### src/rtl/mdu.sv
// Iterative multiply/divide unit owning HI/LO: shift-add multiplier and restoring divider,
// one step per cycle, WIDTH steps per operation, then a sign-fix cycle.
module mdu #(
  parameter int unsigned WIDTH = 32
) (
  input  logic             clk_i,
  input  logic             rst_i,
  input  logic             start_i,
  input  logic [2:0]       op_i,
  input  logic [WIDTH-1:0] a_i,
  input  logic [WIDTH-1:0] b_i,
  output logic             busy_o,
  output logic             done_o,
  output logic [WIDTH-1:0] hi_o,
  output logic [WIDTH-1:0] lo_o
);

  localparam int unsigned CW = $clog2(WIDTH + 1);

  localparam logic [1:0] StIdle = 2'd0;
  localparam logic [1:0] StMul  = 2'd1;
  localparam logic [1:0] StDiv  = 2'd2;
  localparam logic [1:0] StFix  = 2'd3;

  logic [1:0]         state_q;
  logic [CW-1:0]      cnt_q;
  logic [2*WIDTH-1:0] acc_q;   // product, or {remainder, dividend/quotient}
  logic [WIDTH-1:0]   opnd_q;  // multiplicand or divisor
  logic [WIDTH-1:0]   mpl_q;   // multiplier, consumed MSB first
  logic               div_q;
  logic               neg_q;   // negate product/quotient in the fix cycle
  logic               rneg_q;  // negate remainder in the fix cycle

  logic               is_signed, a_neg, b_neg;
  logic [WIDTH-1:0]   a_abs, b_abs;
  logic [2*WIDTH-1:0] mul_acc, div_acc, fix_res;
  logic [WIDTH:0]     rem_sh, diff;
  logic               last_step;

  // Magnitudes of the most-negative value stay exact when read as unsigned.
  always_comb begin
    is_signed = (op_i == 3'd0) || (op_i == 3'd2);
    a_neg     = is_signed & a_i[WIDTH-1];
    b_neg     = is_signed & b_i[WIDTH-1];
    a_abs     = a_neg ? -a_i : a_i;
    b_abs     = b_neg ? -b_i : b_i;
    last_step = (cnt_q == CW'(WIDTH - 1));
  end

  always_comb begin
    mul_acc = {acc_q[2*WIDTH-2:0], 1'b0} + (mpl_q[WIDTH-1] ? {{WIDTH{1'b0}}, opnd_q} : '0);
    rem_sh  = {acc_q[2*WIDTH-1:WIDTH], acc_q[WIDTH-1]};
    diff    = rem_sh - {1'b0, opnd_q};
    if (!diff[WIDTH]) begin
      div_acc = {diff[WIDTH-1:0], acc_q[WIDTH-2:0], 1'b1};
    end else begin
      div_acc = {rem_sh[WIDTH-1:0], acc_q[WIDTH-2:0], 1'b0};
    end
  end

  always_comb begin
    fix_res = acc_q;
    if (div_q) begin
      fix_res[WIDTH-1:0]       = neg_q ? -acc_q[WIDTH-1:0] : acc_q[WIDTH-1:0];
      fix_res[2*WIDTH-1:WIDTH] = rneg_q ? -acc_q[2*WIDTH-1:WIDTH] : acc_q[2*WIDTH-1:WIDTH];
    end else if (neg_q) begin
      fix_res = -acc_q;
    end
  end

  always_ff @(posedge clk_i) begin
    if (rst_i) begin
      state_q <= StIdle;
      cnt_q   <= '0;
      acc_q   <= '0;
      opnd_q  <= '0;
      mpl_q   <= '0;
      div_q   <= 1'b0;
      neg_q   <= 1'b0;
      rneg_q  <= 1'b0;
      busy_o  <= 1'b0;
      done_o  <= 1'b0;
      hi_o    <= '0;
      lo_o    <= '0;
    end else begin
      done_o <= 1'b0;
      case (state_q)
        StIdle: begin
          if (start_i) begin
            case (op_i)
              3'd0, 3'd1: begin
                acc_q   <= '0;
                opnd_q  <= a_abs;
                mpl_q   <= b_abs;
                div_q   <= 1'b0;
                neg_q   <= a_neg ^ b_neg;
                rneg_q  <= 1'b0;
                cnt_q   <= '0;
                busy_o  <= 1'b1;
                state_q <= StMul;
              end
              3'd2, 3'd3: begin
                acc_q   <= {{WIDTH{1'b0}}, a_abs};
                opnd_q  <= b_abs;
                mpl_q   <= '0;
                div_q   <= 1'b1;
                // Divide by zero leaves quotient all ones whatever the dividend sign.
                neg_q   <= (a_neg ^ b_neg) & (b_i != '0);
                rneg_q  <= a_neg;
                cnt_q   <= '0;
                busy_o  <= 1'b1;
                state_q <= StDiv;
              end
              3'd4:    hi_o <= a_i;
              3'd5:    lo_o <= a_i;
              default: ;
            endcase
          end
        end
        StMul: begin
          acc_q <= mul_acc;
          mpl_q <= {mpl_q[WIDTH-2:0], 1'b0};
          cnt_q <= cnt_q + CW'(1);
          if (last_step) state_q <= StFix;
        end
        StDiv: begin
          acc_q <= div_acc;
          cnt_q <= cnt_q + CW'(1);
          if (last_step) state_q <= StFix;
        end
        StFix: begin
          hi_o    <= fix_res[2*WIDTH-1:WIDTH];
          lo_o    <= fix_res[WIDTH-1:0];
          busy_o  <= 1'b0;
          done_o  <= 1'b1;
          state_q <= StIdle;
        end
        default: state_q <= StIdle;
      endcase
    end
  end

endmodule

### config.mk
export PLATFORM = sky130hd
export DESIGN_NAME = mdu
export DESIGN_NICKNAME = d
export VERILOG_FILES = /design/src/rtl/mdu.sv
export SDC_FILE = /design/constraint.sdc
export NUM_CORES = 1
export LEC_CHECK = 0
export ABC_CLOCK_PERIOD_IN_PS = 3200
export CAP_MARGIN = 10
export CORE_ASPECT_RATIO = 2
export CORE_UTILIZATION = 45
export CTS_CLUSTER_SIZE = 16
export DETAILED_ROUTE_END_ITERATION = 16
export HOLD_SLACK_MARGIN = 0.12
export PLACE_DENSITY = 0.75
export SETUP_SLACK_MARGIN = 0.15
export SYNTH_ARGS = -nofsm -noshare
export SYNTH_HDL_FRONTEND = slang
export SYNTH_SLANG_ARGS = --single-unit
### constraint.sdc
create_clock -name clk_i -period 3.2 [get_ports clk_i]
set_input_delay 0.96 -clock clk_i [delete_from_list [all_inputs] [get_ports clk_i]]
set_output_delay 0.96 -clock clk_i [all_outputs]
set_load 0.01 [all_outputs]
==> impl_metrics.json <==
{
  "synth_flop_cell": "dfxtp_1",
  "p_clk_share_pct": 19.1,
  "antenna_found_initial": 2,
  "grt_overflow": 0,
  "max_stage_delay_ns": 0.36,
  "fin_nets": 2739,
  "critPathSlowestCell": "fa_2",
  "cpLargestDelayFamily": "compound AO/OA/AOI/OAI gates",
  "syn-num-nets": 2296,
  "max_freq_mhz": 292,
  "setup_violations": 29,
  "slew_headroom_pct": 29.1,
  "grt_max_degree": 85,
  "ctsHtreeMaxLevel": 1,
  "synth_top_cell_by_area": "dfxtp_1",
  "p_int_mw": 7.68,
  "coreArea_sq_um": 35000,
  "worstPathRequired_ns": 3.65,
  "ios": 136,
  "postPlaceCellArea_sq_um": 20400,
  "routedWlPerCell_microns": 26.6,
  "synth.most_common_cell": "nor2_1",
  "switching_share_pct": 45.1,
  "fin_util_pct": 65.4,
  "fin_crit_sh_pct": 107,
  "dr_total_vias": 20100,
  "grt_first_pass_wirelength_mm": 117,
  "hp-class": "register to register",
  "vdd_drop_max_uv": 646,
  "final_area_sq_um": 22800,
  "reg2reg_depth": 17,
  "clockRootBuffer": "clkbuf_16",
  "status": "finished with violations",
  "drt_first_pass_iters": 9,
  "dieWidth_microns": 135,
  "cts_tree": "yes",
  "synth.yosys.seq_area_share_pct": 25.7,
  "yosys-top-cells-area": "dfxtp_1 26%, a21oi_1 6.5%, nor2_1 5.7%, ha_1 5.7%, xor2_1 5.7%",
  "r2r-start": "acc_q[31]",
  "syn_area_sq_um": 16000,
  "yosys-top-cells-count": "244 x nor2_1, 208 x a21oi_1, 205 x dfxtp_1",
  "drc": 0,
  "dieArea_sq_um": 36300,
  "cts_buffers": 22,
  "hpwlAfterDp_mm": 59.1,
  "rsz0062_at_grt": "yes",
  "path_max_fanout": 4,
  "maxCapViolCount": 0,
  "min_to": "hi_o[9]",
  "final_layout_size_suffix_gt1_share_pct": 26.4,
  "num_rows": 97,
  "regToRegSetupSlack_ns": -0.22,
  "hold_violations": 0,
  "path_cells": "inv_2 -> ha_4 -> inv_2 -> fa_2 -> a211oi_2 -> buf_4 -> o211ai_1 -> a2bb2oi_2 -> a21oi_4 -> a211o_1 -> buf_6 -> nor2_4 -> buf_4 -> buf_6 -> nor2_4 -> o211a_1 -> a221o_1",
  "arrival_ns": 3.87,
  "startpoint_type": "register",
  "synth_top_area_share_pct": 25.7,
  "viasPerCell": 6.58,
  "p_leak_nw": 9.36,
  "hold_slack_ns": 0.456,
  "reg2reg_to": "acc_q[37]",
  "hold_path_startpoint": "hi_o[9]",
  "start_util_pct": 45.7,
  "min_path_cells": 2,
  "drt_iter0_drc": 2097,
  "grt_usage_pct": 43.7,
  "numPortBuffers": 135,
  "worst_pin_slew_ns": 1.06,
  "insertion_delay_ns": 0.55,
  "synth_edf_count": 0,
  "ys_seq_elements": 205,
  "clockBufferDepth": 3,
  "wl_mm": 81.2,
  "path_class": "register to register",
  "path_clk_slew_ns": 0.07,
  "holdBufCountCts": 0,
  "async_flop_share_pct": 0,
  "synthCells": 2151,
  "area_growth_pct": 43.1,
  "ant_nets": 0,
  "grt_pass1_vias": 19900,
  "crit_path_end_kind": "register",
  "cts.sink_count": 205,
  "place.gp.congestion": 1.08,
  "p_seq_share_pct": 24.4,
  "p_per_area_nw_per_um2": 612,
  "crit_buf_inv": 6,
  "yosysWarnings": 0,
  "p_switching_mw": 6.31,
  "power_frac_comb_pct": 56.5,
  "report.final.slew_viol_count": 0,
  "ys_types": 85,
  "violations": "setup timing",
  "tns_ns": -3.07,
  "finClkSkew_ns": 0.0190,
  "die_y_microns": 268,
  "avgSynthCellArea_sq_um": 7.42,
  "worst_slack_ns": -0.221,
  "period_needed_ns": 3.42
}
[flip-flops by register name, indices dropped and copies added (netlist names)]
signal and cells:
lo_o 32, cnt_q 6, opnd_q 32, mpl_q 32, neg_q 1, busy_o 1
acc_q 64, rneg_q 1, hi_o 32, done_o 1, div_q 1, state_q 2
[per-stage QoR]
step	std cells	total power [mW]	worst slack, ns
final	3054	14.0	-0.221
after detailed placement	2962	10.0	-0.697
after global routing	3053	14.5	-0.289
after CTS	3032	13.2	-0.117
after global placement	2962	9.86	-0.708
after floorplan	2151	6.96	0.0904
[layer usage]
layer	global-route usage, %	vias up	share of wire, %	wire length (microns)
li1	-	8733	-	-
met1	38.9	9361	29	23900
met2	75.6	1341	48	38900
met3	11.9	666	8.7	7100
met4	46.9	4	14	11300
met5	0	-	0.066	54
[what timing repair did]
action                                  4_1_cts  5_1_grt
setup buffers                                30       20
hold endpoints to repair                      0        0
pin swaps                                    60       69
gates cloned                                  2        1
endpoints found under the setup margin       67      106
gates resized for setup                     171      133
[layout by cell type, fill, tap and decap left out, drive strengths merged, types with 44 or more instances in the layout]
cell and instances:
buf 437, nor2 246, a21oi 208, dfxtp 205
nand2 175, o21ai 145, clkdlybuf4s50 125, xor2 104
xnor2 87, nor3 74, ha 73, inv 68
a221oi 65, a211oi 50, and2 50, nand3 44
[worst reg2reg max path: stages, from the launching register on]
cell and delay, ns:
dfxtp_2 0.32, inv_2 0.08, ha_4 0.14, inv_2 0.04
fa_2 0.36, a211oi_2 0.22, buf_4 0.15, o211ai_1 0.21
a2bb2oi_2 0.31, a21oi_4 0.12, a211o_1 0.31, buf_6 0.13
nor2_4 0.16, buf_4 0.15, buf_6 0.10, nor2_4 0.06
o211a_1 0.21, a221o_1 0.25
[logic make-up (layout without fill, tap and decap cells)]
kind of cell / after synthesis / count (layout) / share of synthesized area (%)
adder cells (fa/ha/maj): 75 / 75 / 5.97
XOR/XNOR: 191 / 191 / 10.5
other: 0 / 1 / 0
multiplexers: 28 / 28 / 1.76
buffers and inverters: 221 / 677 / 5.38
flip-flops: 205 / 205 / 25.7
AO/OA/AOI/OAI: 698 / 698 / 28.8
AND/OR/NAND/NOR: 733 / 734 / 21.9
[how the worst max path moves through the flow]
stage	start	end	slack, ns	depth (start not counted)
finish	acc_q[31]	acc_q[37]	-0.22	17
global route	opnd_q[31]	acc_q[50]	-0.29	13
CTS	acc_q[31]	acc_q[34]	-0.12	16
detailed placement	a_i[20]	opnd_q[30]	-0.70	10
global placement	a_i[20]	acc_q[28]	-0.71	10
floorplan	acc_q[31]	acc_q[47]	0.09	14
[power by group through the flow]
| stage | sequential (mW) | clock, mW | combinational (mW) |
|---|---|---|---|
| after floorplan | 3.36 | 0 | 3.60 |
| after global placement | 3.37 | 0 | 6.49 |
| after detailed placement | 3.39 | 0 | 6.62 |
| after CTS | 3.35 | 2.66 | 7.14 |
| after global routing | 3.44 | 2.77 | 8.26 |
| final | 3.41 | 2.68 | 7.90 |
[area by class of cell]
class	instances	area (sq um)
repair buffers	572	4950
flip-flops and latches	205	4130
inverters	67	251
clock inverters	7	68.8
well taps	445	557
diodes	1	2.50
multi-input cells	1726	12200
fillers	2934	12100
clock buffers	31	646
Power figures use the tool's default switching activity.
